## src/rtl/alu_pwr_seq_if.sv

```systemverilog
`default_nettype none
// +----------------------------------------------------------------------------+
// | Module : alu_pwr_seq_if                                                    |
// | Desc   : Request/status bundle between the ALU power sequencer and its user|
// | Rev    : 1.0                                                               |
// +----------------------------------------------------------------------------+
interface alu_pwr_seq_if;
    logic       pwr_req;
    logic       alu_busy;
    logic       alu_pwr_en;
    logic       iso_en;
    logic       alu_rst_n;
    logic       pwr_ack;
    logic       seq_busy;
    logic [2:0] state_o;
    logic       err_timeout;

    modport slave (
        input  pwr_req, alu_busy,
        output alu_pwr_en, iso_en, alu_rst_n, pwr_ack, seq_busy, state_o, err_timeout
    );

    modport master (
        output pwr_req, alu_busy,
        input  alu_pwr_en, iso_en, alu_rst_n, pwr_ack, seq_busy, state_o, err_timeout
    );
endinterface
`default_nettype wire

```

## src/rtl/alu_pwr_seq.sv

```systemverilog
`default_nettype none
// +----------------------------------------------------------------------------+
// | Module : alu_pwr_seq                                                       |
// | Desc   : Ordered power-up/down sequencer for the ALU power domain          |
// | Rev    : 1.0                                                               |
// +----------------------------------------------------------------------------+
module alu_pwr_seq #(
    parameter int PWR_RAMP_CYC  = 8,
    parameter int RST_HOLD_CYC  = 2,
    parameter int ISO_SETUP_CYC = 2,
    parameter int IDLE_TIMEOUT  = 16,
    parameter int CNT_W         = 8
) (
    input  logic             clk,
    input  logic             rst_n,
    alu_pwr_seq_if.slave     bus
);

    localparam logic [2:0] c_st_off     = 3'd0;
    localparam logic [2:0] c_st_pu_ramp = 3'd1;
    localparam logic [2:0] c_st_pu_rst  = 3'd2;
    localparam logic [2:0] c_st_on      = 3'd3;
    localparam logic [2:0] c_st_pd_idle = 3'd4;
    localparam logic [2:0] c_st_pd_iso  = 3'd5;

    localparam logic [CNT_W-1:0] c_ramp_last = CNT_W'(PWR_RAMP_CYC - 1);
    localparam logic [CNT_W-1:0] c_hold_last = CNT_W'(RST_HOLD_CYC - 1);
    localparam logic [CNT_W-1:0] c_iso_last  = CNT_W'(ISO_SETUP_CYC - 1);
    localparam logic [CNT_W-1:0] c_idle_last = CNT_W'(IDLE_TIMEOUT - 1);

    logic [2:0]       state_q, state_d;
    logic [CNT_W-1:0] cnt_q, cnt_d;
    logic             err_q, err_d;
    logic             alu_pwr_en_q, alu_pwr_en_d;
    logic             iso_en_q, iso_en_d;
    logic             alu_rst_n_q, alu_rst_n_d;
    logic             pwr_ack_q, pwr_ack_d;
    logic             seq_busy_q, seq_busy_d;
    logic             w_timed;

    always_comb begin
        state_d = state_q;
        err_d   = err_q;
        case (state_q)
            c_st_off:     if (bus.pwr_req) state_d = c_st_pu_ramp;
            c_st_pu_ramp: if (cnt_q == c_ramp_last) state_d = c_st_pu_rst;
            c_st_pu_rst:  if (cnt_q == c_hold_last) state_d = c_st_on;
            c_st_on:      if (!bus.pwr_req) state_d = c_st_pd_idle;
            c_st_pd_idle: begin
                // A returning request wins: isolation has not been applied yet.
                if (bus.pwr_req) begin
                    state_d = c_st_on;
                end else if (!bus.alu_busy) begin
                    state_d = c_st_pd_iso;
                end else if (cnt_q == c_idle_last) begin
                    state_d = c_st_pd_iso;
                    err_d   = 1'b1;
                end
            end
            c_st_pd_iso:  if (cnt_q == c_iso_last) state_d = c_st_off;
            default:      state_d = c_st_off;
        endcase
    end

    assign w_timed = (state_q == c_st_pu_ramp) || (state_q == c_st_pu_rst) ||
                     (state_q == c_st_pd_idle) || (state_q == c_st_pd_iso);

    always_comb begin
        cnt_d = '0;
        if ((state_d == state_q) && w_timed) cnt_d = cnt_q + 1'b1;
    end

    // Outputs are decoded from the next state so they register alongside it.
    always_comb begin
        alu_pwr_en_d = 1'b0;
        iso_en_d     = 1'b1;
        alu_rst_n_d  = 1'b0;
        pwr_ack_d    = 1'b0;
        seq_busy_d   = 1'b0;
        case (state_d)
            c_st_pu_ramp: begin
                alu_pwr_en_d = 1'b1;
                seq_busy_d   = 1'b1;
            end
            c_st_pu_rst, c_st_pd_iso: begin
                alu_pwr_en_d = 1'b1;
                alu_rst_n_d  = 1'b1;
                seq_busy_d   = 1'b1;
            end
            c_st_on: begin
                alu_pwr_en_d = 1'b1;
                iso_en_d     = 1'b0;
                alu_rst_n_d  = 1'b1;
                pwr_ack_d    = 1'b1;
            end
            c_st_pd_idle: begin
                alu_pwr_en_d = 1'b1;
                iso_en_d     = 1'b0;
                alu_rst_n_d  = 1'b1;
                seq_busy_d   = 1'b1;
            end
            default: ;
        endcase
    end

    always_ff @(posedge clk) begin
        if (!rst_n) begin
            state_q      <= c_st_off;
            cnt_q        <= '0;
            err_q        <= 1'b0;
            alu_pwr_en_q <= 1'b0;
            iso_en_q     <= 1'b1;
            alu_rst_n_q  <= 1'b0;
            pwr_ack_q    <= 1'b0;
            seq_busy_q   <= 1'b0;
        end else begin
            state_q      <= state_d;
            cnt_q        <= cnt_d;
            err_q        <= err_d;
            alu_pwr_en_q <= alu_pwr_en_d;
            iso_en_q     <= iso_en_d;
            alu_rst_n_q  <= alu_rst_n_d;
            pwr_ack_q    <= pwr_ack_d;
            seq_busy_q   <= seq_busy_d;
        end
    end

    assign bus.alu_pwr_en  = alu_pwr_en_q;
    assign bus.iso_en      = iso_en_q;
    assign bus.alu_rst_n   = alu_rst_n_q;
    assign bus.pwr_ack     = pwr_ack_q;
    assign bus.seq_busy    = seq_busy_q;
    assign bus.state_o     = state_q;
    assign bus.err_timeout = err_q;

endmodule
`default_nettype wire

```

## src/flat_wrapper.sv

```systemverilog
// flat-port wrapper written by rule: the top's interface ports become plain ports
module alu_pwr_seq_flat 
#(
    parameter int PWR_RAMP_CYC  = 8,
    parameter int RST_HOLD_CYC  = 2,
    parameter int ISO_SETUP_CYC = 2,
    parameter int IDLE_TIMEOUT  = 16,
    parameter int CNT_W         = 8
)
  (clk, rst_n, bus_pwr_req, bus_alu_busy, bus_alu_pwr_en, bus_iso_en, bus_alu_rst_n, bus_pwr_ack, bus_seq_busy, bus_state_o, bus_err_timeout);
  alu_pwr_seq_if bus_i ();
  input  logic clk;
  input  logic rst_n;
  input wire logic [$bits(bus_i.pwr_req)-1:0] bus_pwr_req;
  input wire logic [$bits(bus_i.alu_busy)-1:0] bus_alu_busy;
  output wire logic [$bits(bus_i.alu_pwr_en)-1:0] bus_alu_pwr_en;
  output wire logic [$bits(bus_i.iso_en)-1:0] bus_iso_en;
  output wire logic [$bits(bus_i.alu_rst_n)-1:0] bus_alu_rst_n;
  output wire logic [$bits(bus_i.pwr_ack)-1:0] bus_pwr_ack;
  output wire logic [$bits(bus_i.seq_busy)-1:0] bus_seq_busy;
  output wire logic [$bits(bus_i.state_o)-1:0] bus_state_o;
  output wire logic [$bits(bus_i.err_timeout)-1:0] bus_err_timeout;
  assign bus_i.pwr_req = bus_pwr_req;
  assign bus_i.alu_busy = bus_alu_busy;
  assign bus_alu_pwr_en = bus_i.alu_pwr_en;
  assign bus_iso_en = bus_i.iso_en;
  assign bus_alu_rst_n = bus_i.alu_rst_n;
  assign bus_pwr_ack = bus_i.pwr_ack;
  assign bus_seq_busy = bus_i.seq_busy;
  assign bus_state_o = bus_i.state_o;
  assign bus_err_timeout = bus_i.err_timeout;
  alu_pwr_seq #(.PWR_RAMP_CYC(PWR_RAMP_CYC), .RST_HOLD_CYC(RST_HOLD_CYC), .ISO_SETUP_CYC(ISO_SETUP_CYC), .IDLE_TIMEOUT(IDLE_TIMEOUT), .CNT_W(CNT_W)) u_core (.clk(clk), .rst_n(rst_n), .bus(bus_i));
endmodule
```

## config.mk

```make
export PLATFORM = sky130hd
export DESIGN_NAME = alu_pwr_seq_flat
export DESIGN_NICKNAME = d
export VERILOG_FILES = /design/src/rtl/alu_pwr_seq_if.sv /design/src/rtl/alu_pwr_seq.sv /design/src/flat_wrapper.sv
export SDC_FILE = /design/constraint.sdc
export NUM_CORES = 1
export LEC_CHECK = 0
export CAP_MARGIN = 20
export CORE_ASPECT_RATIO = 1.25
export CORE_MARGIN = 1.5
export CORE_UTILIZATION = 45
export DETAILED_ROUTE_END_ITERATION = 8
export GPL_TIMING_DRIVEN = 0
export PLACE_DENSITY = 0.71
export SETUP_SLACK_MARGIN = 0.15
export SYNTH_ARGS = -nofsm -noshare
export SYNTH_HDL_FRONTEND = slang
export SYNTH_SLANG_ARGS = --single-unit
```

## constraint.sdc

```tcl
create_clock -name clk -period 1.95 [get_ports clk]
set_clock_uncertainty 0.15 [all_clocks]
set_input_delay 0.2925 -clock clk [delete_from_list [all_inputs] [get_ports clk]]
set_output_delay 0.2925 -clock clk [all_outputs]
set_load 0.005 [all_outputs]
```

==> flow_summary.ini, run 1 <==
[die]
die_h_um = 52.43
initial_core_util_pct = 48.65
fp.dieW_um = 42.55
row_count = 17
io_pins = 13
core-area_sq_um = 1808
die_area_sq_um = 2231

[logic_synthesis]
synth_xor_xnor_area_share_pct = 6.970
seq_area_frac_synth_pct = 38.69
syn_avg_cell_area_sq_um = 9.068
synthCells = 97
synth_top_family_by_area = simple AND/OR/NAND/NOR gates
ys_ff_latch = 17
synthMuxAreaShare_pct = 0
synth_area_sq_um = 879.6
synth_warnings = 0
synth-edff-count = 0
ys_types = 39
synth_nets = 103
synth_compound_area_share_pct = 16.79
synth.top_cell.area_share_pct = 38.69
synthSimpleGateAreaFrac_pct = 31.15
async_flop_share_pct = 0
synthAdderAreaFrac_pct = 2.845
synth_top_cell_by_area = dfxtp_1
synthFlopType = dfxtp_1
ys_top_cells_by_area = dfxtp_1 39%, nor2_2 5.7%, xnor2_1 5.0%

[layout]
area_growth_pct = 41.25
drive_gt1_share_pct = 38.66
final_common_cell = dfxtp_1
nets = 126
mostFrequentLayoutCells = 12 x dfxtp_1, 11 x clkdlybuf4s50_1, 9 x nor2_1, 6 x nand2_1
n_antenna_cell = 0

[setup_path]
slowest_delay_ns = 0.39
cp_top_family = compound AO/OA/AOI/OAI gates
critPathKind = register to register
cp.arrival_ns = 2.07
rrSetupSlack_ns = -0.06
cp_max_fo = 4
cp.required_ns = 2.02
cp.buffers_inverters = 0
cp_cell_sequence = ha_2 -> and3b_2 -> a21boi_1 -> o31a_1 -> or3_1 -> o211a_1
crit_slowest_cell = dfxtp_4
critPathCaptureType = register
worstSetupStartpointType = register

[worst_hold_path]
hold_class = register to register

[route]
routedWlPerCell_um = 13.99
drt_wl_total_um = 1930
vias = 782
dr.pass1.iters = 4
drt_iter0_markers = 7
drt-vias-per-instance = 5.667
ant_nets = 0
drc = 0

[power_and_ir_drop]
power_w = 0.001128
vdd_ir_drop_max_uv = 546.9
power.density_nw_per_um2 = 908.2
p_leak_nw = 0.4478

[global_route]
grt_pass1_wl_um = 3174
grt_max_degree = 11
grt_use_total_pct = 19.13
antenna_found_initial = 0
grt_pass1_vias = 765
grt_overflow = 0

[clocking]
postCtsHoldBufs = 0
cts_made_buffers = 3
clock_latency_ns = 0.31
cts-root-buf = clkbuf_4
clockBufferDepth = 2
clkSlewWorstSetupHoldPaths_ns = 0.11
cts.htree.levels = 1
clock-sinks = 17
cts_tree = done

[timing]
setup_violations = 10
setup_ws_ns = -0.05770
fin_crit_sh_pct = 103.0
rsz0062_at_grt = true
max_freq_ghz = 0.4981
fin_setup_tns_ns = -0.4092
worst_pin_slew_ns = 0.3623
hold_viol_final = 0
finalMaxSlewViolations = 0
hold_ws_ns = 0.3518
fin_crit_ns = 2.008
relSlewSlack_pct = 75.84

[status]
failed_checks = setup timing
status = complete, but fails checks

[place]
dpl.hpwl_um = 1254
pre_cts_ws_ns = -0.5713
place.gp.congestion = 0.7436
port_buffers = 12

[run]
timing.max_cap.violations = 0
## worst register-to-register path, cell delays in order, from the launching register on
cell,delay (ns)
dfxtp_4,0.39
ha_2,0.20
and3b_2,0.23
a21boi_1,0.07
o31a_1,0.30
or3_1,0.35
o211a_1,0.23
## metrics by stage
| step | area (sq um) | instances | utilization, % |
|---|---|---|---|
| floorplan | 903.4 | 97 | - |
| global placement | 1047 | 128 | 57.92 |
| detailed placement | 1047 | 128 | 57.92 |
| CTS | 1155 | 137 | 63.88 |
| global route | 1242 | 138 | 68.72 |
| finish | 1242 | 138 | 68.72 |
## kinds of logic (layout without fill, tap and decap cells)
kind of cell,count (synthesis),after routing
adder cells (fa/ha/maj),2,2
buffers and inverters,6,28
AO/OA/AOI/OAI,19,19
AND/OR/NAND/NOR,46,46
XOR/XNOR,7,7
flip-flops,17,17
## flip-flops by register name, indices dropped and copies added, names as in the netlist
signal                  cells
u_core.bus.err_timeout      1
u_core.bus.alu_pwr_en       1
u_core.bus.pwr_ack          1
u_core.bus.alu_rst_n        1
u_core.bus.iso_en           1
u_core.bus.state_o          3
u_core.bus.seq_busy         1
u_core.cnt_q                8
## final cells by class
| class | count | area, sq um |
|---|---|---|
| timing repair buffer | 18 | 171.4 |
| clock inverter | 1 | 5.005 |
| multi-input combinational | 74 | 625.6 |
| tap | 19 | 23.77 |
| buffer | 4 | 35.03 |
| sequential | 17 | 351.6 |
| clock buffer | 3 | 22.52 |
| fill | 143 | 565.5 |
| inverter | 2 | 7.507 |
## layer usage
metal	up-vias	part of all wire [%]	GRT usage [%]	routed length, um
li1	386	-	-	-
met3	7	2.0	3.103	38
met5	-	0	0	0
met4	0	3.1	13.02	59
met1	371	39	19.66	752
met2	18	56	35.13	1078
## synthesized netlist by cell type (all sizes together) (2+ instances only)
cell     n
nand2b   2
buf      2
clkbuf   2
nor3     2
xor2     2
o31a     2
a21oi    5
ha       2
o31ai    3
xnor2    5
and3     3
nor2    17
dfxtp   17
nand2    6
nor2b    4
nand3    3
inv      2
## final timing paths
| kind | from | end | cells past startpoint |
|---|---|---|---|
| worst max-delay path | u_core.cnt_q[0] | u_core.bus.seq_busy | 6 |
| worst max register to register | u_core.cnt_q[0] | u_core.bus.seq_busy | 6 |
| worst min register to register | u_core.bus.err_timeout | u_core.bus.err_timeout | 2 |
| worst min-delay path | u_core.bus.err_timeout | u_core.bus.err_timeout | 2 |
## power breakdown
part / switching [W] / internal (W)
registers: 0.0000302 / 0.000396
logic: 0.000232 / 0.000261
clock network: 0.000133 / 0.0000767
## timing repair
action	in CTS	in global routing
gates cloned	0	0
setup buffers	5	1
pin swaps	7	6
resized for setup	10	19
setup endpoints to repair	14	15
No activity file was read; power rests on OpenSTA's default activity.
==> run 2, diff against run 1 <==
--- a/config.mk
+++ b/config.mk
@@ -16,3 +16,4 @@
 export SYNTH_ARGS = -nofsm -noshare
 export SYNTH_HDL_FRONTEND = slang
 export SYNTH_SLANG_ARGS = --single-unit
+export TNS_END_PERCENT = 50
==> run 2 against run 1 <==
  * The run still ends with setup timing left
  * Final cell count fell by 1.4%
  * Global-route usage fell by 0.95 points
  * Clock-buffer cell count is the same
  * Setup slack worse by 0.0060 ns
  * Critical endpoint is now u_core.cnt_q[6]
  * Clock power decreased by 4%
  * Critical path type unchanged
  * Critical path depth increased by 2
  * Die area unchanged
  * Core utilization down 5.5 points
  * Routed wire length fell by 6.8%
==> flow_summary.ini, run 2 (synthesis gave the netlist of run 1 again) <==
[status]
status = complete, but fails checks
failed_checks = setup timing

[clocking]
clkSlewWorstSetupHoldPaths_ns = 0.11
cts_tree = done
clock_latency_ns = 0.31
cts_made_buffers = 3
clockBufferDepth = 2
clock-sinks = 17
cts-root-buf = clkbuf_4
postCtsHoldBufs = 0
cts.htree.levels = 1

[route]
ant_nets = 0
drt_iter0_markers = 3
vias = 778
drt-vias-per-instance = 5.721
dr.pass1.iters = 4
routedWlPerCell_um = 13.22
drt_wl_total_um = 1798
drc = 0

[setup_path]
r2r_end = u_core.cnt_q[6]
critPathCaptureType = register
cp_max_fo = 8
worstSetupStartpointType = register
cp.required_ns = 2.04
critPathKind = register to register
endpoint = u_core.cnt_q[6]
crit_start = u_core.cnt_q[1]
rrSetupSlack_ns = -0.06
cp.arrival_ns = 2.10
reg2reg_depth = 8
rr_startpoint = u_core.cnt_q[1]

[place]
dpl_cell_area_sq_um = 1045
port_buffers = 12
place.gp.congestion = 0.7585
pre_cts_ws_ns = -0.5521
dpl.hpwl_um = 1230

[global_route]
grt_overflow = 0
grt_pass1_vias = 731
grt_use_total_pct = 18.18
grt_max_degree = 11
antenna_found_initial = 0
grt_pass1_wl_um = 2946

[timing]
relSlewSlack_pct = 75.58
fin_crit_ns = 2.014
setup_ws_ns = -0.06373
setup_violations = 7
worst_pin_slew_ns = 0.3664
max_freq_ghz = 0.4966
fin_crit_sh_pct = 103.3
rsz0062_at_grt = true
finalMaxSlewViolations = 0
hold_viol_final = 0

[power_and_ir_drop]
p_leak_nw = 0.4248
power_w = 0.001014
vdd_ir_drop_max_uv = 514.2
power.density_nw_per_um2 = 887.2

[layout]
mostFrequentLayoutCells = 11 x clkdlybuf4s50_1, 10 x dfxtp_1, 9 x nor2_1, 8 x nor2_2, 6 x nand2_1
area_growth_pct = 29.87
top_register = u_core.cnt_q
fin_area_sq_um = 1142
n_antenna_cell = 0
seq_area_sq_um = 356.6
final_common_cell = clkdlybuf4s50_1
drive_gt1_share_pct = 35.90
largest_reg_flops = 8
multi_input_area_sq_um = 548.0
n_fill_cell = 162
utilization_pct = 63.18
nets = 124

[worst_hold_path]
hold_class = register to register
hold_depth = 2

[run]
timing.max_cap.violations = 0

[die]
die_h_um = 52.43
initial_core_util_pct = 48.65
row_count = 17
core-area_sq_um = 1808
die_area_sq_um = 2231
io_pins = 13
fp.dieW_um = 42.55
run 2: changes by cell type in the layout (fill, tap and decap cells not counted), sizes merged:
cell	change
buf	-2
run 2: stage by stage:
| stage | setup TNS, ns | instances | hold slack [ns] |
|---|---|---|---|
| after floorplan | 0 | 97 | 0.2314 |
| after global placement | -5.735 | 128 | 0.2806 |
| after detailed placement | -5.731 | 128 | 0.2838 |
| after CTS | -0.09127 | 136 | 0.3571 |
| after global routing | -0.7275 | 136 | 0.3800 |
| final | -0.1621 | 136 | 0.3431 |
run 2: repair_timing:
| action | in CTS | in global routing |
|---|---|---|
| setup endpoints to repair | 14 | 14 |
| setup buffers | 4 | 0 |
| resized for setup | 13 | 5 |
| pin swaps | 9 | 0 |
run 2: metal layers:
layer,share of wire [%],track usage (%),vias up,wire (um)
met2,55,37.18,24,986
met1,39,16.03,371,702
met3,3.5,3.103,4,63
li1,-,-,379,-
met4,2.4,10.94,0,44
met5,0,0,-,0
run 2: final cells by class:
cell class,count,area share (%)
plain buffers,4,2.300
clock buffers,3,1.972
clock inverters,1,0.4381
inverters,2,0.6572
multi-input cells,74,47.97
flip-flops and latches,17,31.22
well taps,19,2.081
repair buffers,16,13.36
run 2: worst min path at each step:
stage	startpoint	end	slack, ns
2_1_floorplan	rst_n	u_core.bus.iso_en	0.23
3_3_place_gp	u_core.cnt_q[0]	u_core.cnt_q[0]	0.28
4_1_cts	u_core.bus.err_timeout	u_core.bus.err_timeout	0.36
5_1_grt	u_core.bus.err_timeout	u_core.bus.err_timeout	0.38
6_report	u_core.bus.err_timeout	u_core.bus.err_timeout	0.34
3_5_place_dp	u_core.cnt_q[0]	u_core.cnt_q[0]	0.28
run 2: where the power goes:
group | internal [W] | switching (W)
sequential | 0.000392 | 0.0000251
combinational | 0.000210 | 0.000186
clock | 0.0000767 | 0.000124
total | 0.000678 | 0.000335
run 2: critical path: stages, from the launching register on:
cell and delay (ns):
dfxtp_2 0.37, inv_2 0.03, ha_2 0.15, nor3b_4 0.15, a311oi_2 0.26, nor2b_1 0.07
or4_4 0.48, buf_6 0.16, nor2_2 0.11
==> run 3, diff against run 2 <==
--- a/config.mk
+++ b/config.mk
@@ -13,6 +13,7 @@
 export GPL_TIMING_DRIVEN = 0
 export PLACE_DENSITY = 0.71
 export SETUP_SLACK_MARGIN = 0.15
+export SLEW_MARGIN = 20
 export SYNTH_ARGS = -nofsm -noshare
 export SYNTH_HDL_FRONTEND = slang
 export SYNTH_SLANG_ARGS = --single-unit
==> results of run 3 <==
Final layout, timing and power as in run 2 (identical DEF).
